==> src/rtl/battle_pkg.sv <==
// battle_pkg
//   Shared definitions for the battle round director and its helpers:
//   director FSM state encoding, position/damage field widths, the spawn
//   LFSR seed and feedback taps, and the default number of enemy slots.
//   No ports (package).

package battle_pkg;

  localparam int POS_W             = 9;
  localparam int DMG_W             = 8;
  localparam int DEFAULT_NUM_SLOTS = 4;

  // Feedback taps for x^8+x^6+x^5+x^4+1 in a left-shifting Fibonacci
  // register: bits 7, 5, 4 and 3 are XORed into bit 0.
  localparam logic [7:0] LFSR_SEED = 8'hA5;
  localparam logic [7:0] LFSR_TAPS = 8'hB8;

  typedef enum logic [2:0] {
    WAIT    = 3'd0,
    MOVE    = 3'd1,
    COLLECT = 3'd2,
    DAMAGE  = 3'd3,
    SPAWN   = 3'd4
  } state_t;

endpackage

==> src/rtl/lfsr8.sv <==
// lfsr8
//   Free-running 8-bit maximal-length LFSR that supplies pseudo-random spawn
//   kinds. Advances on every clock edge.
//   Ports:
//     clk   - system clock
//     reset - asynchronous active-high reset, loads the seed
//     out   - current register value, never zero

module lfsr8
  import battle_pkg::*;
(
  input  logic       clk,
  input  logic       reset,
  output logic [7:0] out
);

  logic [7:0] r_state;
  logic       w_feedback;
  logic [7:0] w_next;

  assign w_feedback = ^(r_state & LFSR_TAPS);
  assign w_next     = {r_state[6:0], w_feedback};

  // Shift every cycle; the all-zero lock-up state is unreachable from the
  // seed, but it is steered back to the seed anyway so the register can
  // never get stuck.
  always_ff @(posedge clk or posedge reset) begin
    if (reset) begin
      r_state <= LFSR_SEED;
    end else if (w_next == 8'h00) begin
      r_state <= LFSR_SEED;
    end else begin
      r_state <= w_next;
    end
  end

  assign out = r_state;

endmodule

==> src/rtl/enemy_director.sv <==
// enemy_director
//   Paces the battle in fixed-length rounds. Each round waits TICK_DIV
//   enabled clocks, then steps MOVE -> COLLECT -> DAMAGE -> SPAWN, one cycle
//   each, strobing the enemy slots, collecting their damage into a
//   saturated base-damage total, aiming player damage at the frontmost live
//   enemy and periodically spawning into the lowest-index dead slot.
//   Ports:
//     clk, reset     - clock and asynchronous active-high reset
//     enable         - allows a new round to start
//     playerFront    - frontmost player position, copied to unitFront in MOVE
//     playerDamage   - player damage delivered to the front enemy in DAMAGE
//     enemyPos       - packed per-slot enemy positions (9 bits per slot)
//     enemyDamage    - packed per-slot enemy damage outputs (8 bits per slot)
//     enemyDead      - per-slot dead flags
//     moveSCEN       - one-cycle move strobe (MOVE)
//     damageSCEN     - one-cycle damage strobe (DAMAGE)
//     unitFront      - registered player front
//     damageToEnemy  - packed per-slot damage, nonzero only in DAMAGE
//     canSpawn       - one-hot spawn strobe (SPAWN)
//     spawnType      - spawn kind, valid with canSpawn
//     enemyFront     - position of the frontmost live enemy, 0 if none
//     baseDamage     - saturated live-enemy damage total for the round
//     roundCount     - completed rounds, wrapping

module enemy_director
  import battle_pkg::*;
#(
  parameter int NUM_SLOTS      = DEFAULT_NUM_SLOTS,
  parameter int TICK_DIV       = 16,
  parameter int SPAWN_COOLDOWN = 3
) (
  input  logic                       clk,
  input  logic                       reset,
  input  logic                       enable,
  input  logic [POS_W-1:0]           playerFront,
  input  logic [DMG_W-1:0]           playerDamage,
  input  logic [POS_W*NUM_SLOTS-1:0] enemyPos,
  input  logic [DMG_W*NUM_SLOTS-1:0] enemyDamage,
  input  logic [NUM_SLOTS-1:0]       enemyDead,
  output logic                       moveSCEN,
  output logic                       damageSCEN,
  output logic [POS_W-1:0]           unitFront,
  output logic [DMG_W*NUM_SLOTS-1:0] damageToEnemy,
  output logic [NUM_SLOTS-1:0]       canSpawn,
  output logic [1:0]                 spawnType,
  output logic [POS_W-1:0]           enemyFront,
  output logic [DMG_W-1:0]           baseDamage,
  output logic [15:0]                roundCount
);

  localparam int TICK_W = (TICK_DIV > 1) ? $clog2(TICK_DIV) : 1;
  localparam int CD_W   = (SPAWN_COOLDOWN > 0) ? $clog2(SPAWN_COOLDOWN + 1) : 1;
  localparam int IDX_W  = (NUM_SLOTS > 1) ? $clog2(NUM_SLOTS) : 1;
  localparam int SUM_W  = DMG_W + $clog2(NUM_SLOTS + 1);

  localparam logic [TICK_W-1:0] TICK_LAST = TICK_W'(TICK_DIV - 1);
  localparam logic [CD_W-1:0]   CD_RELOAD = CD_W'(SPAWN_COOLDOWN);
  localparam logic [SUM_W-1:0]  DMG_MAX   = SUM_W'((1 << DMG_W) - 1);

  state_t               r_state;
  state_t               w_nextState;
  logic [TICK_W-1:0]    r_tick;
  logic [CD_W-1:0]      r_cooldown;
  logic [15:0]          r_roundCount;
  logic [POS_W-1:0]     r_unitFront;
  logic [POS_W-1:0]     r_enemyFront;
  logic [DMG_W-1:0]     r_baseDamage;
  logic [IDX_W-1:0]     r_frontIdx;
  logic                 r_frontValid;

  logic [IDX_W-1:0]     w_frontIdx;
  logic                 w_frontValid;
  logic [POS_W-1:0]     w_frontPos;
  logic [SUM_W-1:0]     w_damageSum;
  logic [NUM_SLOTS-1:0] w_lowestDead;
  logic                 w_spawnNow;
  logic [7:0]           w_lfsr;
  logic [5:0]           w_unusedLfsr;

  lfsr8 u_lfsr (
    .clk   (clk),
    .reset (reset),
    .out   (w_lfsr)
  );

  assign w_unusedLfsr = w_lfsr[7:2];

  // State register.
  always_ff @(posedge clk or posedge reset) begin
    if (reset) begin
      r_state <= WAIT;
    end else begin
      r_state <= w_nextState;
    end
  end

  // Next state: only WAIT looks at enable, so a round that has started
  // always runs to completion.
  always_comb begin
    w_nextState = r_state;
    case (r_state)
      WAIT:    if (enable && (r_tick == TICK_LAST)) w_nextState = MOVE;
      MOVE:    w_nextState = COLLECT;
      COLLECT: w_nextState = DAMAGE;
      DAMAGE:  w_nextState = SPAWN;
      SPAWN:   w_nextState = WAIT;
      default: w_nextState = WAIT;
    endcase
  end

  // Round pacing counter, frozen while enable is low.
  always_ff @(posedge clk or posedge reset) begin
    if (reset) begin
      r_tick <= '0;
    end else if ((r_state == WAIT) && enable) begin
      r_tick <= (r_tick == TICK_LAST) ? '0 : r_tick + TICK_W'(1);
    end
  end

  // Frontmost live enemy; strict compare keeps the lowest index on ties.
  always_comb begin
    w_frontValid = 1'b0;
    w_frontIdx   = '0;
    w_frontPos   = '0;
    for (int i = 0; i < NUM_SLOTS; i++) begin
      if (!enemyDead[i] &&
          (!w_frontValid || (enemyPos[i*POS_W +: POS_W] > w_frontPos))) begin
        w_frontValid = 1'b1;
        w_frontIdx   = IDX_W'(i);
        w_frontPos   = enemyPos[i*POS_W +: POS_W];
      end
    end
  end

  // Live-enemy damage total, wide enough never to overflow before saturation.
  always_comb begin
    w_damageSum = '0;
    for (int i = 0; i < NUM_SLOTS; i++) begin
      if (!enemyDead[i]) begin
        w_damageSum = w_damageSum + SUM_W'(enemyDamage[i*DMG_W +: DMG_W]);
      end
    end
  end

  // Player front is captured in MOVE; enemy front and base damage in COLLECT,
  // so DAMAGE aims at a target that cannot shift under it.
  always_ff @(posedge clk or posedge reset) begin
    if (reset) begin
      r_unitFront  <= '0;
      r_enemyFront <= '0;
      r_baseDamage <= '0;
      r_frontIdx   <= '0;
      r_frontValid <= 1'b0;
    end else begin
      if (r_state == MOVE) begin
        r_unitFront <= playerFront;
      end
      if (r_state == COLLECT) begin
        r_enemyFront <= w_frontPos;
        r_baseDamage <= (w_damageSum > DMG_MAX) ? {DMG_W{1'b1}} : w_damageSum[DMG_W-1:0];
        r_frontIdx   <= w_frontIdx;
        r_frontValid <= w_frontValid;
      end
    end
  end

  // Lowest set dead bit, isolated with the two's-complement trick.
  assign w_lowestDead = enemyDead & (~enemyDead + NUM_SLOTS'(1));
  assign w_spawnNow   = (r_state == SPAWN) && (r_cooldown == '0) && (|enemyDead);

  // Spawn cooldown and round counter both advance once per round in SPAWN.
  always_ff @(posedge clk or posedge reset) begin
    if (reset) begin
      r_cooldown   <= '0;
      r_roundCount <= '0;
    end else if (r_state == SPAWN) begin
      if (w_spawnNow) begin
        r_cooldown <= CD_RELOAD;
      end else if (r_cooldown != '0) begin
        r_cooldown <= r_cooldown - CD_W'(1);
      end
      r_roundCount <= r_roundCount + 16'd1;
    end
  end

  // Strobes are decoded from the state alone, so reset clears them at once.
  always_comb begin
    moveSCEN      = 1'b0;
    damageSCEN    = 1'b0;
    damageToEnemy = '0;
    canSpawn      = '0;
    spawnType     = 2'b00;
    case (r_state)
      MOVE: moveSCEN = 1'b1;
      DAMAGE: begin
        damageSCEN = 1'b1;
        for (int i = 0; i < NUM_SLOTS; i++) begin
          if (r_frontValid && (r_frontIdx == IDX_W'(i))) begin
            damageToEnemy[i*DMG_W +: DMG_W] = playerDamage;
          end
        end
      end
      SPAWN: begin
        if (w_spawnNow) begin
          canSpawn  = w_lowestDead;
          spawnType = w_lfsr[1:0];
        end
      end
      default: ;
    endcase
  end

  assign unitFront  = r_unitFront;
  assign enemyFront = r_enemyFront;
  assign baseDamage = r_baseDamage;
  assign roundCount = r_roundCount;

endmodule

==> config.mk <==
export PLATFORM = sky130hd
export DESIGN_NAME = enemy_director
export DESIGN_NICKNAME = d
export VERILOG_FILES = /design/src/rtl/battle_pkg.sv /design/src/rtl/lfsr8.sv /design/src/rtl/enemy_director.sv
export SDC_FILE = /design/constraint.sdc
export NUM_CORES = 1
export LEC_CHECK = 0
export CORE_ASPECT_RATIO = 1.75
export CORE_MARGIN = 1
export CORE_UTILIZATION = 25
export CTS_CLUSTER_SIZE = 16
export DETAILED_ROUTE_END_ITERATION = 10
export PLACE_DENSITY = 0.51
export SLEW_MARGIN = 20
export SYNTH_ARGS = -nofsm -noshare
export SYNTH_HDL_FRONTEND = slang
export SYNTH_HIERARCHICAL = 1
export SYNTH_SLANG_ARGS = --single-unit
==> constraint.sdc <==
create_clock -name clk -period 3.4 [get_ports clk]
set_clock_uncertainty 0.1 [all_clocks]
set_input_delay 0.68 -clock clk [delete_from_list [all_inputs] [get_ports clk]]
set_output_delay 0.68 -clock clk [all_outputs]
set_load 0.01 [all_outputs]
==> flow_metrics.tcl <==
set metrics [dict create \
    status "finished with violations" \
    ant_nets 0 \
    finalCritPeriodShare_pct 158.7 \
    place.detailed.hpwl_um 14670 \
    intPower_mw 3.064 \
    clk_pin_slew_ns 0.05 \
    worstRegToRegCells 8 \
    switching_share_pct 35.72 \
    power_frac_seq_pct 24.8 \
    yosysSeqAreaShare_pct 29.19 \
    met2_usage_pct 33.93 \
    synth_area_per_cell_um2 8.671 \
    htreeDepth 3 \
    cts_tree "built" \
    fp.dieW_um 112.4 \
    cts_root_buf "clkbuf_16" \
    clkPwrFrac_pct 20.4 \
    synth_ff_type "dfrtp_1" \
    end_kind "flop" \
    finalWirelength_um 18180 \
    maxSlewHeadroom_pct 55.24 \
    die-area_um2 21940 \
    io_buffer_count 173 \
    crit_top_cell "buf_6" \
    ir_drop_v 0.0002665 \
    synth_edf_count 0 \
    async_flop_share_pct 100.0 \
    antennaDiodeCount 0 \
    instances_no_fill 1219 \
    grt_max_degree 30 \
    switchingPower_mw 1.703 \
    gr-total-overflow 0 \
    ff2ff_setup_slack_ns 1.31 \
    synth_seq_cells 62 \
    nNetsFinal 1111 \
    synthTopCellsByCount "nor2_1, dfrtp_1, ha_1, nand2_1, inv_1" \
    hold_violations 0 \
    synth.most_common_cell "nor2_1" \
    drtIter0Drc 167 \
    fin_area_um2 9844 \
    numCtsBuffers 9 \
    worstPathArrival_ns 5.53 \
    cp_slowest_stage_delay_ns 0.38 \
    cp_slowest_cell "a211o_4" \
    busiest_layer "met2" \
    yosys_warnings 6 \
    ioPinCount 174 \
    antenna_found_initial 0 \
    syn_nets 764 \
    globalplace.congestion 0.8169 \
    worstHoldEndpoint "u_lfsr/out[3]" \
    initial_core_util_pct 25.48 \
    firstDrtPassIters 4 \
    setup_ws_ns -1.997 \
    clock_path_buffers 2 \
    synth_top_area_share_pct 27.22 \
    critical_path.max_fanout 7 \
    cts-hold-fix-buffers 0 \
    gr-usage-all-layers_pct 16.58 \
    r2r-start "r_state[1]" \
    r2r_end "roundCount[15]" \
    finalMaxSlewViolations 0 \
    max_cap_violations 0 \
    num_rows 70 \
    use_met3_pct 1.645 \
    grt_pass1_vias 5738 \
    fp.coreArea_um2 20930 \
    via_per_inst 4.710 \
    period_needed_ns 5.397 \
    min_from "u_lfsr/out[2]" \
    dp.cells 1151 \
    syn_inst 615 \
    cp_data_required_time_ns 3.53 \
    power_mw 4.767 \
    cts.sinks 62 \
    clkLatencyLatePin_ns 0.33 \
    combPwrFrac_pct 54.9 \
    leakage_nw 4.332 \
    start_kind "primary input" \
    rsz0062_at_grt "yes" \
    grt_pass1_wl_um 28670 \
    syn_area_um2 5333 \
    synth_cell_types 68 \
    hp-class "flop to flop" \
    max_freq_mhz 185.3 \
    tightest_slew_ns 0.6698 \
    final_layout_size_suffix_gt1_share_pct 35.68 \
    post-route-util_pct 47.03 \
    detail_route.wl_per_cell_um 14.91 \
    whs_path_depth 0 \
    critPathKind "primary input to flop" \
    p_per_area_nw_per_um2 484.2 \
    vias 5741 \
    placed_cell_area_um2 8534 \
    drcViolationCount 0 \
    violations "setup timing" \
    fin_hold_ws_ns 0.3006 \
    synth_area_leaders "dfrtp_1, ha_1, nor2_1, a211oi_1, nand2_1" \
    area_delta_synth_final_pct 84.61 \
    die_h_um 195.2 \
    globalRouteMet1Util_pct 16.74 \
    synth_top_area_cell "dfrtp_1" \
    setup_viol 19 \
]
## flip-flops by register name, indices dropped and copies added (netlist names), 3 cells and up
name	flops
baseDamage	8
unitFront	9
u_lfsr/out	8
roundCount	16
r_state	3
enemyFront	9
r_tick	4
## per-stage QoR
step | setup TNS (ns) | setup WS [ns]
CTS | -31.30 | -2.045
global placement | -46.69 | -2.801
global route | -35.60 | -2.200
floorplan | -28.42 | -1.970
detailed placement | -47.69 | -2.873
finish | -31.62 | -1.997
## power by group through the flow
stage	clock network [mW]	registers [mW]	logic (mW)
floorplan	0	1.22	1.26
global placement	0	1.19	2.31
detailed placement	0	1.20	2.33
CTS	1.00	1.19	2.51
global route	1.03	1.22	2.86
finish	0.971	1.18	2.62
## cells by family after synthesis
kind of cell	synth area share (%)
AND/OR/NAND/NOR	20.81
AO/OA/AOI/OAI	22.50
flip-flops	29.19
adder cells (fa/ha/maj)	13.80
buffers and inverters	4.763
XOR/XNOR	4.599
multiplexers	4.341
## critical path, delay by kind of cell
family                   cells  cell delay, ns
adder cells (fa/ha/maj)      3            0.84
AND/OR/NAND/NOR              5            0.79
AO/OA/AOI/OAI               15            2.51
buffers and inverters        6            0.72
## metal layers
metal / part of all wire [%] / vias up
met5: 0 / -
met4: 2.4 / 0
met3: 2.3 / 25
met2: 58 / 113
met1: 37 / 2714
li1: - / 2889
## cell usage in the layout, fill, tap and decap left out, drive strengths merged, types with 4 or more instances in the layout
master / netlist / routed
buf: 7 / 188
clkdlybuf4s50: 0 / 155
nor2: 90 / 90
dfrtp: 58 / 58
ha: 54 / 54
nand2: 44 / 44
inv: 32 / 32
a211oi: 32 / 32
o21ai: 31 / 31
a21oi: 26 / 26
xnor2: 14 / 14
xor2: 14 / 14
mux2: 14 / 14
nor2b: 14 / 14
nand3: 12 / 12
a21o: 12 / 12
o31ai: 12 / 12
clkbuf: 15 / 11
nand2b: 11 / 11
dlygate4sd2: 0 / 10
o21a: 10 / 10
nor3: 9 / 9
or2: 9 / 9
nand4: 8 / 8
a2bb2oi: 8 / 8
dlymetal6s2s: 0 / 7
mux2i: 7 / 7
a31oi: 7 / 7
o21bai: 6 / 6
and2: 5 / 5
o31a: 5 / 5
and3: 5 / 5
nand3b: 4 / 4
dfstp: 4 / 4
nor4: 4 / 4
## final cells by class
cell class | instances | area, um2
Fill cell | 1979 | 11090
Multi-Input combinational cell | 497 | 4255
Timing Repair Buffer | 360 | 3281
Sequential cell | 62 | 1556
Tap cell | 252 | 315.3
Clock buffer | 11 | 232.7
Inverter | 32 | 120.1
Clock inverter | 5 | 83.83
## worst max-delay path by stage
stage / slack [ns] / endpoint / depth (start not counted) / startpoint
after detailed placement: -2.87 / enemyFront[0] / 28 / enemyDead[0]
after floorplan: -1.97 / enemyFront[1] / 28 / enemyDead[0]
final: -2.00 / enemyFront[0] / 29 / enemyDead[0]
after global routing: -2.20 / enemyFront[0] / 30 / enemyDead[0]
after global placement: -2.80 / enemyFront[0] / 28 / enemyDead[0]
after CTS: -2.05 / enemyFront[0] / 28 / enemyPos[0]
## timing repair
item	in CTS	in global routing
buffers inserted	33	19
cloned	1	0
resized for setup	79	67
setup endpoints to repair	21	19
endpoints found under the hold margin	0	0
pin swaps	21	36
Note: power is estimated with default switching activity, not from simulation.
